**src/rtl/alu_operand_stage_if.sv**
```systemverilog
// Valid/ready buses around the ID/EX operand stage: decode -> stage and stage -> ALU.
// master = the operand stage itself; slave = the surrounding pipeline (decode + ALU).
interface alu_operand_stage_if #(
  parameter int XLEN       = 32,
  parameter int REG_ADDR_W = 5
);
  // decode -> stage
  logic                  in_valid;
  logic                  in_ready;
  logic [31:0]           in_instr;
  logic [XLEN-1:0]       in_pc;
  logic [XLEN-1:0]       in_imm;
  logic [XLEN-1:0]       rs1_data;
  logic [XLEN-1:0]       rs2_data;

  // stage -> ALU
  logic                  out_valid;
  logic                  out_ready;
  logic [3:0][7:0]       ALUc;
  logic [XLEN-1:0]       aluSrcA;
  logic [XLEN-1:0]       aluSrcB;
  logic [XLEN-1:0]       out_rs2;
  logic [REG_ADDR_W-1:0] out_rd;
  logic [XLEN-1:0]       out_pc;

  modport master (
    input  in_valid, in_instr, in_pc, in_imm, rs1_data, rs2_data, out_ready,
    output in_ready, out_valid, ALUc, aluSrcA, aluSrcB, out_rs2, out_rd, out_pc
  );

  modport slave (
    output in_valid, in_instr, in_pc, in_imm, rs1_data, rs2_data, out_ready,
    input  in_ready, out_valid, ALUc, aluSrcA, aluSrcB, out_rs2, out_rd, out_pc
  );
endinterface

```
**src/rtl/alu_operand_stage.sv**
```systemverilog
// ID->EX register feeding the RV32I ALU: operand select, ALUc control bytes, load-use stall, flush.
// Build option: define ALU_OPERAND_FWD_EN to enable EX/MEM + MEM/WB forwarding and the load-use stall.
module alu_operand_stage #(
  parameter int XLEN       = 32,
  parameter int REG_ADDR_W = 5
) (
  input  logic                  clk,
  input  logic                  reset,
  input  logic                  flush,
  alu_operand_stage_if.master   bus,
  input  logic [REG_ADDR_W-1:0] mem_rd,
  input  logic                  mem_wen,
  input  logic                  mem_is_load,
  input  logic [XLEN-1:0]       mem_result,
  input  logic [REG_ADDR_W-1:0] wb_rd,
  input  logic                  wb_wen,
  input  logic [XLEN-1:0]       wb_result
);

  typedef enum logic [6:0] {
    OPC_OP     = 7'b0110011,
    OPC_OP_IMM = 7'b0010011,
    OPC_LOAD   = 7'b0000011,
    OPC_STORE  = 7'b0100011,
    OPC_BRANCH = 7'b1100011,
    OPC_LUI    = 7'b0110111,
    OPC_AUIPC  = 7'b0010111,
    OPC_JAL    = 7'b1101111,
    OPC_JALR   = 7'b1100111
  } opcode_e;

  typedef struct packed {
    logic            known;
    logic            uses_rs1;
    logic            uses_rs2;
    logic            writes_rd;
    logic            force_add;
    logic [2:0]      funct3;
    logic [6:0]      funct7;
    logic [4:0]      shamt;
    logic [XLEN-1:0] src_a;
    logic [XLEN-1:0] src_b;
  } dec_t;

  logic [6:0]            opcode;
  logic [2:0]            funct3;
  logic [REG_ADDR_W-1:0] rs1_idx;
  logic [REG_ADDR_W-1:0] rs2_idx;
  logic [REG_ADDR_W-1:0] rd_idx;
  logic [XLEN-1:0]       rs1_val;
  logic [XLEN-1:0]       rs2_val;
  logic                  hazard;
  logic                  transfer;
  dec_t                  dec;

  assign opcode  = bus.in_instr[6:0];
  assign rd_idx  = bus.in_instr[11:7];
  assign funct3  = bus.in_instr[14:12];
  assign rs1_idx = bus.in_instr[19:15];
  assign rs2_idx = bus.in_instr[24:20];

`ifdef ALU_OPERAND_FWD_EN
  // x0 never forwards; the younger EX/MEM result wins over MEM/WB.
  always_comb begin
    rs1_val = bus.rs1_data;
    if (rs1_idx != '0) begin
      if (mem_wen && (mem_rd == rs1_idx))     rs1_val = mem_result;
      else if (wb_wen && (wb_rd == rs1_idx))  rs1_val = wb_result;
    end
  end

  always_comb begin
    rs2_val = bus.rs2_data;
    if (rs2_idx != '0) begin
      if (mem_wen && (mem_rd == rs2_idx))     rs2_val = mem_result;
      else if (wb_wen && (wb_rd == rs2_idx))  rs2_val = wb_result;
    end
  end

  assign hazard = mem_is_load && mem_wen && (mem_rd != '0) &&
                  ((dec.uses_rs1 && (mem_rd == rs1_idx)) ||
                   (dec.uses_rs2 && (mem_rd == rs2_idx)));
`else
  assign rs1_val = bus.rs1_data;
  assign rs2_val = bus.rs2_data;
  assign hazard  = 1'b0;

  // Bypass inputs stay on the port list so both builds share one pinout.
  logic unused_fwd;
  assign unused_fwd = ^{mem_rd, mem_wen, mem_is_load, mem_result, wb_rd, wb_wen,
                        wb_result, rs1_idx, rs2_idx, dec.uses_rs1, dec.uses_rs2};
`endif

  // NOTE: every field gets a default before the case, so no path leaves a latch behind.
  always_comb begin
    dec = '0;
    case (opcode)
      OPC_OP: begin
        dec.known     = 1'b1;
        dec.uses_rs1  = 1'b1;
        dec.uses_rs2  = 1'b1;
        dec.writes_rd = 1'b1;
        dec.funct3    = funct3;
        dec.funct7    = bus.in_instr[31:25];
        dec.shamt     = rs2_val[4:0];
        dec.src_a     = rs1_val;
        dec.src_b     = rs2_val;
      end
      OPC_OP_IMM: begin
        dec.known     = 1'b1;
        dec.uses_rs1  = 1'b1;
        dec.writes_rd = 1'b1;
        dec.funct3    = funct3;
        dec.funct7    = (funct3 == 3'b101) ? bus.in_instr[31:25] : 7'd0;
        dec.shamt     = bus.in_instr[24:20];
        dec.src_a     = rs1_val;
        dec.src_b     = bus.in_imm;
      end
      OPC_LOAD: begin
        dec.known     = 1'b1;
        dec.uses_rs1  = 1'b1;
        dec.writes_rd = 1'b1;
        dec.force_add = 1'b1;
        dec.src_a     = rs1_val;
        dec.src_b     = bus.in_imm;
      end
      OPC_STORE: begin
        dec.known     = 1'b1;
        dec.uses_rs1  = 1'b1;
        dec.uses_rs2  = 1'b1;
        dec.force_add = 1'b1;
        dec.src_a     = rs1_val;
        dec.src_b     = bus.in_imm;
      end
      OPC_BRANCH: begin
        dec.known     = 1'b1;
        dec.uses_rs1  = 1'b1;
        dec.uses_rs2  = 1'b1;
        dec.funct3    = funct3;
        dec.src_a     = rs1_val;
        dec.src_b     = rs2_val;
      end
      OPC_LUI: begin
        dec.known     = 1'b1;
        dec.writes_rd = 1'b1;
        dec.force_add = 1'b1;
        dec.src_b     = bus.in_imm;
      end
      OPC_AUIPC: begin
        dec.known     = 1'b1;
        dec.writes_rd = 1'b1;
        dec.force_add = 1'b1;
        dec.src_a     = bus.in_pc;
        dec.src_b     = bus.in_imm;
      end
      // Link address pc+4 is the ALU result; jump targets are formed elsewhere.
      OPC_JAL, OPC_JALR: begin
        dec.known     = 1'b1;
        dec.uses_rs1  = (opcode == OPC_JALR);
        dec.writes_rd = 1'b1;
        dec.force_add = 1'b1;
        dec.src_a     = bus.in_pc;
        dec.src_b     = XLEN'(4);
      end
      default: ;
    endcase
  end

  assign bus.in_ready = (!bus.out_valid || bus.out_ready) && !hazard;
  assign transfer     = bus.in_valid && bus.in_ready;

  // NOTE: sequential state uses <= so every register samples pre-edge values.
  // NOTE: reset is asynchronous and clears the whole payload, not just out_valid.
  always_ff @(posedge clk or posedge reset) begin
    if (reset) begin
      bus.out_valid <= 1'b0;
      bus.ALUc      <= '0;
      bus.aluSrcA   <= '0;
      bus.aluSrcB   <= '0;
      bus.out_rs2   <= '0;
      bus.out_rd    <= '0;
      bus.out_pc    <= '0;
    end else if (flush) begin
      bus.out_valid <= 1'b0;
    end else if (transfer) begin
      // Unknown opcodes are consumed but surface as a bubble.
      bus.out_valid <= dec.known;
      bus.ALUc      <= {{1'b0, opcode},
                        {3'b000, dec.shamt},
                        {1'b0, dec.funct7},
                        {dec.force_add, 4'b0000, dec.funct3}};
      bus.aluSrcA   <= dec.src_a;
      bus.aluSrcB   <= dec.src_b;
      bus.out_rs2   <= rs2_val;
      bus.out_rd    <= dec.writes_rd ? rd_idx : '0;
      bus.out_pc    <= bus.in_pc;
    end else if (bus.out_ready) begin
      bus.out_valid <= 1'b0;
    end
  end

endmodule

```
**src/flat_wrapper.sv**
```systemverilog
// flat-port wrapper written by rule: the top's interface ports become plain ports
module alu_operand_stage_flat 
#(
  parameter int XLEN       = 32,
  parameter int REG_ADDR_W = 5
)
  (clk, reset, flush, mem_rd, mem_wen, mem_is_load, mem_result, wb_rd, wb_wen, wb_result, bus_in_valid, bus_in_instr, bus_in_pc, bus_in_imm, bus_rs1_data, bus_rs2_data, bus_out_ready, bus_in_ready, bus_out_valid, bus_ALUc, bus_aluSrcA, bus_aluSrcB, bus_out_rs2, bus_out_rd, bus_out_pc);
  alu_operand_stage_if #(.XLEN(XLEN), .REG_ADDR_W(REG_ADDR_W)) bus_i ();
  input  logic clk;
  input  logic reset;
  input  logic flush;
  input  logic [REG_ADDR_W-1:0] mem_rd;
  input  logic mem_wen;
  input  logic mem_is_load;
  input  logic [XLEN-1:0] mem_result;
  input  logic [REG_ADDR_W-1:0] wb_rd;
  input  logic wb_wen;
  input  logic [XLEN-1:0] wb_result;
  input wire logic [$bits(bus_i.in_valid)-1:0] bus_in_valid;
  input wire logic [$bits(bus_i.in_instr)-1:0] bus_in_instr;
  input wire logic [$bits(bus_i.in_pc)-1:0] bus_in_pc;
  input wire logic [$bits(bus_i.in_imm)-1:0] bus_in_imm;
  input wire logic [$bits(bus_i.rs1_data)-1:0] bus_rs1_data;
  input wire logic [$bits(bus_i.rs2_data)-1:0] bus_rs2_data;
  input wire logic [$bits(bus_i.out_ready)-1:0] bus_out_ready;
  output wire logic [$bits(bus_i.in_ready)-1:0] bus_in_ready;
  output wire logic [$bits(bus_i.out_valid)-1:0] bus_out_valid;
  output wire logic [$bits(bus_i.ALUc)-1:0] bus_ALUc;
  output wire logic [$bits(bus_i.aluSrcA)-1:0] bus_aluSrcA;
  output wire logic [$bits(bus_i.aluSrcB)-1:0] bus_aluSrcB;
  output wire logic [$bits(bus_i.out_rs2)-1:0] bus_out_rs2;
  output wire logic [$bits(bus_i.out_rd)-1:0] bus_out_rd;
  output wire logic [$bits(bus_i.out_pc)-1:0] bus_out_pc;
  assign bus_i.in_valid = bus_in_valid;
  assign bus_i.in_instr = bus_in_instr;
  assign bus_i.in_pc = bus_in_pc;
  assign bus_i.in_imm = bus_in_imm;
  assign bus_i.rs1_data = bus_rs1_data;
  assign bus_i.rs2_data = bus_rs2_data;
  assign bus_i.out_ready = bus_out_ready;
  assign bus_in_ready = bus_i.in_ready;
  assign bus_out_valid = bus_i.out_valid;
  assign bus_ALUc = bus_i.ALUc;
  assign bus_aluSrcA = bus_i.aluSrcA;
  assign bus_aluSrcB = bus_i.aluSrcB;
  assign bus_out_rs2 = bus_i.out_rs2;
  assign bus_out_rd = bus_i.out_rd;
  assign bus_out_pc = bus_i.out_pc;
  alu_operand_stage #(.XLEN(XLEN), .REG_ADDR_W(REG_ADDR_W)) u_core (.clk(clk), .reset(reset), .flush(flush), .bus(bus_i), .mem_rd(mem_rd), .mem_wen(mem_wen), .mem_is_load(mem_is_load), .mem_result(mem_result), .wb_rd(wb_rd), .wb_wen(wb_wen), .wb_result(wb_result));
endmodule
```
**config.mk**
```make
export PLATFORM = sky130hd
export DESIGN_NAME = alu_operand_stage_flat
export DESIGN_NICKNAME = d
export VERILOG_FILES = /design/src/rtl/alu_operand_stage_if.sv /design/src/rtl/alu_operand_stage.sv /design/src/flat_wrapper.sv
export SDC_FILE = /design/constraint.sdc
export NUM_CORES = 1
export LEC_CHECK = 0
export ABC_AREA = 1
export CAP_MARGIN = 40
export CORE_MARGIN = 2
export CORE_UTILIZATION = 30
export DETAILED_ROUTE_END_ITERATION = 16
export PLACE_DENSITY = 0.68
export SLEW_MARGIN = 25
export SYNTH_ARGS = -nofsm -noshare
export SYNTH_HDL_FRONTEND = slang
export SYNTH_SLANG_ARGS = --single-unit
export TNS_END_PERCENT = 10
```
**constraint.sdc**
```tcl
create_clock -name clk -period 6.6 [get_ports clk]
set_clock_uncertainty 0.05 [all_clocks]
set_input_delay 1.65 -clock clk [delete_from_list [all_inputs] [get_ports clk]]
set_output_delay 1.65 -clock clk [all_outputs]
set_load 0.005 [all_outputs]
```
==> results by group, run 1 <==
Die
  • Row count: 56
  • Die Wd: 159.4 um
  • Placeable Area: about 24000 sq um
  • Die Y: 159.4 um
  • Die Area: 25410 sq um
  • IO Pins: slightly above 400
  • Initial Util: a little under a third

Clock tree
  • Cts hold-fix bufs: 0
  • Clock Path Buffers: 2
  • CTS H-tree lvls: 4
  • CTS tree: done
  • Skew-Pair Late Insertion Delay: 420 ps
  • Postcts setup bufs: 0
  • Clk Tree Root Cell: clkbuf_16
  • Num CTS Buffers: 17
  • Clock-pin slew on the worst setup and hold paths: 70 ps
  • Clk sink count: 157
  • Post-CTS sizing: 0

Global route
  • Vias in the first global route: between 6k and 7k
  • Antenna violations before repair: 1
  • Largest net degree at the start of global routing: 85
  • First-pass GRT wire length: 38010 um
  • Grt total ovfl: 0
  • GRT Util Overall: 18.84%

Route
  • Pre-antenna DRT Iters: 4
  • Drt wl/cell: 15.82 um
  • Residual DRC count: 0
  • Final ANT Viol Nets: 0
  • Routed wire length: 23640 um
  • Vias per cell: 4.515
  • Vias after detailed routing: 6745
  • 1st-iter DRT viols: a little over 400

Logic synthesis
  • Cell count after synthesis: 863
  • Dominant synthesized flop cell: dfrtp_1
  • Synth Warn #: 0
  • Mean Syn Cell Area: roughly 8.4 sq um
  • Post-Synthesis Cell Area: 7246 sq um
  • Async S/R FF share, synth: 100.0%
  • Most common cell in the synthesized netlist: nand2_1
  • Post-synth top cells: 451 x nand2_1, 157 x dfrtp_1, 38 x inv_1
  • Synth top area share: 54.22%
  • Post-synthesis sequential area ratio: 54.22%
  • Yosys top cell by area: dfrtp_1
  • Cell variety after synth: 29
  • #FFs+latches synth: 157
  • Post-synth EDFFs: 0
  • Area contributors post-synth: dfrtp_1 54%, nand2_1 23%, o21bai_2 4.7%

Critical path
  • CP Class: input port to output pin
  • Critical Path RT: 4900 ps
  • Worst reg2reg path depth: 7
  • Critical path launch point type: input port
  • CP arrival: 2720 ps
  • Crit path largest cell delay: around 500 ps
  • Critical path's top delay family: buffers and inverters
  • Largest fanout on the critical path: 3
  • Critical path depth: 4
  • Most frequent CP cell: clkdlybuf4s50_1
  • CP endpoint kind: output pin
  • Crit-path cells: clkdlybuf4s50_1 -> inv_1 -> nand2_1 -> clkdlybuf4s50_1
  • Worst path slowest cell: clkdlybuf4s50_1
  • CP Buf/Inv Count: 3

Place
  • RePlAce Congestion: between 0.8 and 0.9
  • Dpl hpwl: 16720 um
  • Port buffer count: 317
  • Setup WS pre-CTS: 2175 ps

STA
  • Worst-Margin Slew: about 770 ps
  • Pins over their slew limit: 0
  • Final setup TNS: 0 ps
  • Final hold viol count: 0
  • Setup ws final: approximately 2200 ps
  • RSZ-0062 raised after global routing: false
  • Tmin final: 4425 ps
  • Final Cycle Share: between 60% and 70%
  • Slew HR: 48.68%
  • Final setup fails: 0
  • Max Clk Rate: around 230 MHz

Power and ir drop
  • Design Power: 2507 uW
  • Clock power share: 40.0%
  • Part of the power in registers: 42.9%
  • Sw Ratio: 26.89%
  • Power Density: approximately 220 nW/um^2
  • Combinational fraction of design power: ~17%
  • VDD IR-drop max: 0.1511 mV
  • Leakage: 0.005337 uW
  • Internal power: 1833 uW
  • Psw: 674.3 uW

Finish
  • Nets: 1403
  • Share of cells above drive strength 1: 8.433%
  • Area Growth Syn to Fin: 55.22%
  • Filler Cell Count: 2333

Run status
  • Status: complete, no violations

Flow run
  • Maxcap violations: 0

Worst hold path
  • Hold crit path type: register to register
  • WHS Path Cells: 2
==> metal layers <==
layer | up-vias | wire length, um | track usage (%)
met3 | 20 | 1966 | 5.366
met5 | - | 0 | 0
met2 | 284 | 11120 | 30.77
li1 | 3283 | - | -
met1 | 3158 | 10230 | 24.63
met4 | 0 | 323 | 4.876
==> layout by cell type, fill, tap and decap left out, types with 9 or more instances in the layout <==
cell type        instances
o211ai_1                32
clkdlybuf4s50_1        317
clkbuf_16               17
nor2_1                   9
nand2_1                451
inv_1                   37
nand3_1                 36
o21ai_1                 11
o21bai_2                30
conb_1                   9
dfrtp_1                157
==> state kept, by name (all words and copies together) (netlist names) <==
signal / count
u_core.bus.aluSrcA: 32
u_core.bus.out_rs2: 32
u_core.bus.out_valid: 1
u_core.bus.out_pc: 32
u_core.bus.out_rd: 5
u_core.bus.ALUc: 23
u_core.bus.aluSrcB: 32
==> cells by family after synthesis <==
| kind of cell | after synthesis | share of synthesized area, % |
|---|---|---|
| simple gates | 515 | 28.48 |
| buf+inv | 102 | 7.097 |
| other cells | 1 | 0.05175 |
| compound gates | 88 | 10.15 |
| flops | 157 | 54.22 |
==> worst register-to-register path: cells and delay by family (launching register included) <==
family                 cells  cell delay, ps
AOI/OAI and AO/OA          1             140
buffers and inverters      2            1000
DFF                        1             350
and+or+nand+nor            4             480
==> metrics by stage <==
stage	utilization, %	instances	hold WS [ps]	area [sq um]
finish	47.63	1494	421.9	11250
global route	47.62	1493	439.3	11240
CTS	47.47	1491	425.6	11210
detailed placement	44.99	1459	408.1	10620
global placement	44.79	1457	404.0	10580
floorplan	-	871	415.4	7276
==> power groups by stage <==
stage | combinational [uW] | clock, uW | sequential [uW]
after floorplan | 134 | 0 | 1100
after detailed placement | 434 | 0 | 1090
after global placement | 430 | 0 | 1090
after global routing | 470 | 1070 | 1080
after CTS | 436 | 1030 | 1080
final | 428 | 1000 | 1080
==> worst paths after layout <==
check	startpoint	to	slack, ps
max	bus_out_ready	bus_in_ready	2180
min	u_core.bus.out_rs2[14]	u_core.bus.out_rs2[14]	420
max reg2reg	u_core.bus.out_valid	u_core.bus.aluSrcA[20]	4500
min reg2reg	u_core.bus.out_rs2[14]	u_core.bus.out_rs2[14]	420
max in group asynchronous	reset	u_core.bus.out_rs2[14]	3700
min in group asynchronous	reset	u_core.bus.ALUc[11]	1630
==> cell type report <==
cell class                      instances  area [sq um]  area share, %
Clock buffer                           18         439.2          3.905
Tap cell                              319         399.1          3.549
Inverter                               46         182.7          1.624
Antenna cell                            1         2.502        0.02225
Clock inverter                         14         146.4          1.302
Timing Repair Buffer                  327          3301          29.35
Multi-Input combinational cell        612          2848          25.32
Sequential cell                       157          3929          34.93
No activity file was read; power rests on OpenSTA's default activity.
==> inputs of run 2 (changes only) <==
clock period = 4.3 ns   (was 6.6 ns; I/O delays follow)
==> results by group, run 2 (synthesized netlist as in run 1, its figures left out) <==
Global route
  • Largest net degree at the start of global routing: 138 (+62%)
  • Vias in the first global route: 6775 (+0.65%)
  • GRT Util Overall: 18.65% (-0.19 points)
  • Grt total ovfl: 0 (unchanged)
  • Antenna violations before repair: 1 (unchanged)
  • First-pass GRT wire length: 37550 um (-1.2%)

Power and ir drop
  • VDD IR-drop max: 0.2209 mV (+46%)
  • Combinational fraction of design power: 17.2% (about the same)
  • Internal power: 2820 uW (+54%)
  • Design Power: 3824 uW (+52%)
  • Leakage: 0.005338 uW (about the same)
  • Clock power share: 39.7% (-0.3 points)
  • Part of the power in registers: 43.1% (+0.2 points)
  • Sw Ratio: 26.26% (-0.63 points)
  • Power Density: 340.6 nW/um^2 (+53%)
  • Psw: 1004 uW (+49%)

Die
  • Initial Util: 30.69% (unchanged)
  • IO Pins: 409 (unchanged)
  • Row count: 56 (unchanged)
  • Die Wd: 159.4 um (unchanged)
  • Die Area: 25410 sq um (unchanged)
  • Placeable Area: 23610 sq um (unchanged)
  • Die Y: 159.4 um (unchanged)

Route
  • Pre-antenna DRT Iters: 5 (+1)
  • 1st-iter DRT viols: 426 (+3.1%)
  • Routed wire length: 23420 um (-0.93%)
  • Residual DRC count: 0 (unchanged)
  • Vias after detailed routing: 6631 (-1.7%)
  • Drt wl/cell: 15.66 um (-0.99%)
  • Final ANT Viol Nets: 0 (unchanged)
  • Vias per cell: 4.435 (-1.8%)

Finish
  • Nets: 1405 (+0.14%)
  • Post-route insts no fill: 1495 (+0.067%)
  • Most frequent cells in the layout: 451 x nand2_1, 317 x clkdlybuf4s50_1, 157 x dfrtp_1, 37 x inv_1, 36 x nand3_1
  • Filler Cell Count: 2303 (-1.3%)
  • Area Growth Syn to Fin: 54.95%
  • Most common cell after layout, fill and taps aside: nand2_1
  • Share of cells above drive strength 1: 8.511% (+0.078 points)

Critical path
  • Critical Path RT: 3170 ps (-1730 ps)
  • CP arrival: 2220 ps (-500 ps)
  • Largest fanout on the critical path: 3 (unchanged)
  • Critical path launch point type: input port
  • CP endpoint kind: output pin
  • CP Class: input port to output pin

STA
  • RSZ-0062 raised after global routing: false
  • Final hold viol count: 0 (unchanged)
  • Final Cycle Share: 77.69%
  • Tmin final: roughly 3300 ps
  • Final setup fails: 0 (unchanged)
  • Slew HR: 53.19% (+4.5 points)
  • Worst-Margin Slew: 702.2 ps (-67.66 ps)
  • Pins over their slew limit: 0 (unchanged)
  • Final setup TNS: 0 ps (unchanged)
  • Max Clk Rate: 299.3 MHz

Place
  • RePlAce Congestion: 0.7981 (-6.4%)
  • Port buffer count: 317 (unchanged)
  • DP Cell Count: 1463 (+0.27%)
  • Dpl hpwl: 16310 um (-2.5%)

Clock tree
  • CTS tree: done
  • Clock-pin slew on the worst setup and hold paths: 60 ps (about the same)
  • Postcts setup bufs: 0 (unchanged)
  • Post-CTS sizing: 0 (unchanged)
  • CTS H-tree lvls: 4 (unchanged)
  • Clk Tree Root Cell: clkbuf_16
  • Num CTS Buffers: 17 (unchanged)
  • Cts hold-fix bufs: 0 (unchanged)
  • Clk sink count: 157 (unchanged)
  • Skew-Pair Late Insertion Delay: 420 ps (about the same)
  • Clock Path Buffers: 2 (unchanged)

Run status
  • Status: complete, no violations

Flow run
  • Maxcap violations: 0 (unchanged)

Worst hold path
  • Hold crit path type: register to register
run 2: cell count changes in the layout (fill, tap and decap cells not counted):
cell | previous run | this run
clkbuf_4 | 1 | 0
buf_4 | 6 | 10
clkbuf_8 | 1 | 2
inv_8 | 3 | 1
inv_6 | 7 | 5
buf_12 | 1 | 2
clkinvlp_4 | 4 | 3
clkinv_4 | 0 | 3
buf_16 | 2 | 0
run 2: final cells by class:
class,instances,area [sq um],area share (%)
Antenna cell,1,2.502,0.02229
Clock buffer,19,452.9,4.034
Clock inverter,12,126.4,1.126
Inverter,46,181.4,1.616
Multi-Input combinational cell,612,2848,25.37
Sequential cell,157,3929,34.99
Tap cell,319,399.1,3.555
Timing Repair Buffer,329,3288,29.29
run 2: critical path: stages:
cell	delay, ps
clkdlybuf4s50_1	460
inv_1	60
nand2_1	110
clkdlybuf4s50_1	510
run 2: metrics by stage:
stage / setup WS (ps) / utilization [%] / hold slack [ps] / area [sq um]
final: 959.1 / 47.55 / 420.5 / 11230
after global routing: 910.4 / 47.54 / 443.2 / 11220
after CTS: 946.4 / 47.54 / 423.5 / 11220
after detailed placement: 882.2 / 45.08 / 407.4 / 10650
after global placement: 898.5 / 45.08 / 403.5 / 10650
after floorplan: 1188 / - / 415.4 / 7279
run 2: final timing paths:
kind	startpoint	end	slack, ps	depth (start not counted)
min	u_core.bus.out_rs2[3]	u_core.bus.out_rs2[3]	420	2
max reg2reg	u_core.bus.out_valid	u_core.bus.aluSrcA[29]	2260	8
max	bus_out_ready	bus_in_ready	960	4
min in group asynchronous	reset	u_core.bus.out_rs2[5]	930	2
max in group asynchronous	reset	u_core.bus.aluSrcA[18]	2250	3
min reg2reg	u_core.bus.out_rs2[3]	u_core.bus.out_rs2[3]	420	2
run 2: power groups by stage:
stage | clock [uW] | combinational (uW) | sequential [uW]
floorplan | 0 | 207 | 1680
global placement | 0 | 663 | 1670
detailed placement | 0 | 669 | 1680
finish | 1520 | 658 | 1650
global route | 1620 | 722 | 1660
CTS | 1570 | 670 | 1650
run 2: per-layer routing:
metal / share of wire (%) / routed length [um] / vias up / global-route usage, %
li1: - / - / 3291 / -
met1: 44 / 10360 / 3071 / 23.52
met2: 45 / 10650 / 252 / 30.02
met3: 9.0 / 2105 / 17 / 7.189
met4: 1.3 / 303 / 0 / 4.917
met5: 0 / 0 / - / 0
==> inputs of run 3 (changes only) <==
PLACE_DENSITY = 0.71   (was 0.68)
clock period = 3 ns   (was 4.3 ns; I/O delays follow)
==> results by group, run 3 (synthesized netlist as in run 1, its figures left out) <==
Worst hold path
  • Hold crit path type: register to register

Route
  • Routed wire length: 23650 um (+0.97%)
  • Final ANT Viol Nets: 0 (unchanged)
  • Vias per cell: 4.560 (+2.8%)
  • Pre-antenna DRT Iters: 6 (+1)
  • Drt wl/cell: 15.77 um (+0.70%)
  • Residual DRC count: 0 (unchanged)
  • 1st-iter DRT viols: 297 (-30%)
  • Vias after detailed routing: 6835 (+3.1%)

Run status
  • Status: complete, no violations

Critical path
  • Most frequent CP cell: clkdlybuf4s50_1
  • Crit path largest cell delay: 530 ps (+20 ps)
  • Worst path slowest cell: clkdlybuf4s50_1
  • CP Class: input port to output pin
  • CP endpoint kind: output pin
  • Critical path launch point type: input port
  • Critical Path RT: 2200 ps (-970 ps)
  • CP arrival: 1900 ps (-320 ps)
  • Crit-path cells: clkdlybuf4s50_1 -> inv_1 -> nand2_1 -> clkdlybuf4s50_1
  • Largest fanout on the critical path: 3 (unchanged)

Finish
  • Share of cells above drive strength 1: 8.898% (+0.39 points)
  • Post-route insts no fill: 1499 (+0.27%)
  • Antenna diode count: 0 (-1)
  • Most frequent cells in the layout: 451 x nand2_1, 317 x clkdlybuf4s50_1, 157 x dfrtp_1, 37 x inv_1, 36 x nand3_1
  • Nets: 1410 (+0.36%)
  • Area Growth Syn to Fin: 56.38%
  • Most common cell after layout, fill and taps aside: nand2_1

Die
  • Die Area: 25410 sq um (unchanged)
  • IO Pins: 409 (unchanged)
  • Die Wd: 159.4 um (unchanged)
  • Initial Util: 30.69% (unchanged)
  • Placeable Area: 23610 sq um (unchanged)
  • Die Y: 159.4 um (unchanged)
  • Row count: 56 (unchanged)

STA
  • Max Clk Rate: 370.2 MHz
  • Worst-Margin Slew: 696.8 ps (-5.407 ps)
  • RSZ-0062 raised after global routing: false
  • Final hold viol count: 0 (unchanged)
  • Pins over their slew limit: 0 (unchanged)
  • Final setup fails: 0 (unchanged)
  • Final Cycle Share: 90.03%
  • Tmin final: 2701 ps
  • Slew HR: 53.55% (+0.36 points)
  • Final setup TNS: 0 ps (unchanged)

Clock tree
  • Clk Tree Root Cell: clkbuf_16
  • CTS H-tree lvls: 4 (unchanged)
  • Postcts setup bufs: 0 (unchanged)
  • Clock-pin slew on the worst setup and hold paths: 60 ps (about the same)
  • Post-CTS sizing: 0 (unchanged)
  • Skew-Pair Late Insertion Delay: 410 ps (about the same)
  • Num CTS Buffers: 17 (unchanged)
  • Cts hold-fix bufs: 0 (unchanged)
  • Clk sink count: 157 (unchanged)
  • Clock Path Buffers: 2 (unchanged)
  • CTS tree: done

Global route
  • Grt total ovfl: 0 (unchanged)
  • Met1 usage: 23.48% (-0.045 points)
  • First-pass GRT wire length: 37660 um (+0.30%)
  • Vias in the first global route: 6727 (-0.71%)
  • Grt met3 use: 5.366% (-1.8 points)
  • GRT Util Overall: 18.59% (-0.053 points)
  • Met2 Use GR: 31.17% (+1.1 points)
  • Largest net degree at the start of global routing: 112 (-19%)
  • GR peak layer: met2
  • Antenna violations before repair: 3 (+2)

Place
  • RePlAce Congestion: 0.8127 (+1.8%)
  • DP Cell Count: 1468 (+0.34%)
  • Port buffer count: 317 (unchanged)
  • Dpl hpwl: 16920 um (+3.7%)

Power and ir drop
  • Clock power share: 39.0% (-0.7 points)
  • Combinational fraction of design power: 17.6% (+0.4 points)
  • Sw Ratio: 26.11% (-0.15 points)
  • Leakage: 0.005371 uW (+0.62%)
  • Power Density: 480.7 nW/um^2 (+41%)
  • Internal power: 4024 uW (+43%)
  • Part of the power in registers: 43.4% (+0.3 points)
  • VDD IR-drop max: 0.3012 mV (+36%)
  • Psw: 1422 uW (+42%)

Flow run
  • Maxcap violations: 0 (unchanged)
[run 3: area by class of cell]
class | count | area (sq um)
Inverter | 46 | 181.4
Tap cell | 319 | 399.1
Sequential cell | 157 | 3929
Multi-Input combinational cell | 612 | 2848
Fill cell | 2246 | 12280
Timing Repair Buffer | 334 | 3401
Clock buffer | 18 | 439.2
Clock inverter | 13 | 133.9
[run 3: metrics by stage]
step                      cell area, sq um  power, uW  worst slack, ps  utilization (%)  hold slack (ps)
after floorplan                       7279       2710            213.1                -            415.4
after global placement               10760       3358            291.3            45.56            403.4
after detailed placement             10760       3375            283.3            45.56            407.7
after CTS                            11330       5536            288.2            47.99            423.3
after global routing                 11330       5714            280.7            47.99            446.3
final                                11330       5447            299.1            47.99            417.7
[run 3: critical path, delay by kind of cell]
family	cells	cell delay (ps)
buf+inv	3	1020
simple gates	1	130
[run 3: routing by layer]
layer | vias up | routed length [um]
li1 | 3304 | -
met4 | 6 | 369
met1 | 3244 | 10030
met2 | 254 | 11480
met3 | 27 | 1708
met5 | - | 47
[run 3: worst paths after layout]
| kind | end | slack (ps) | from | cells after the start |
|---|---|---|---|---|
| max | bus_in_ready | 300 | bus_out_ready | 4 |
| min | u_core.bus.out_pc[29] | 420 | u_core.bus.out_pc[29] | 2 |
| max reg2reg | u_core.bus.aluSrcA[0] | 1210 | u_core.bus.out_valid | 7 |
| min reg2reg | u_core.bus.out_pc[29] | 420 | u_core.bus.out_pc[29] | 2 |
| max in group asynchronous | u_core.bus.out_pc[29] | 1590 | reset | 3 |
| min in group asynchronous | u_core.bus.aluSrcA[3] | 820 | reset | 3 |
[run 3: power by group through the flow]
stage / clock network [uW] / registers (uW) / logic (uW)
floorplan: 0 / 2410 / 296
global placement: 0 / 2400 / 962
detailed placement: 0 / 2400 / 974
CTS: 2200 / 2360 / 976
global route: 2280 / 2390 / 1050
finish: 2120 / 2360 / 958
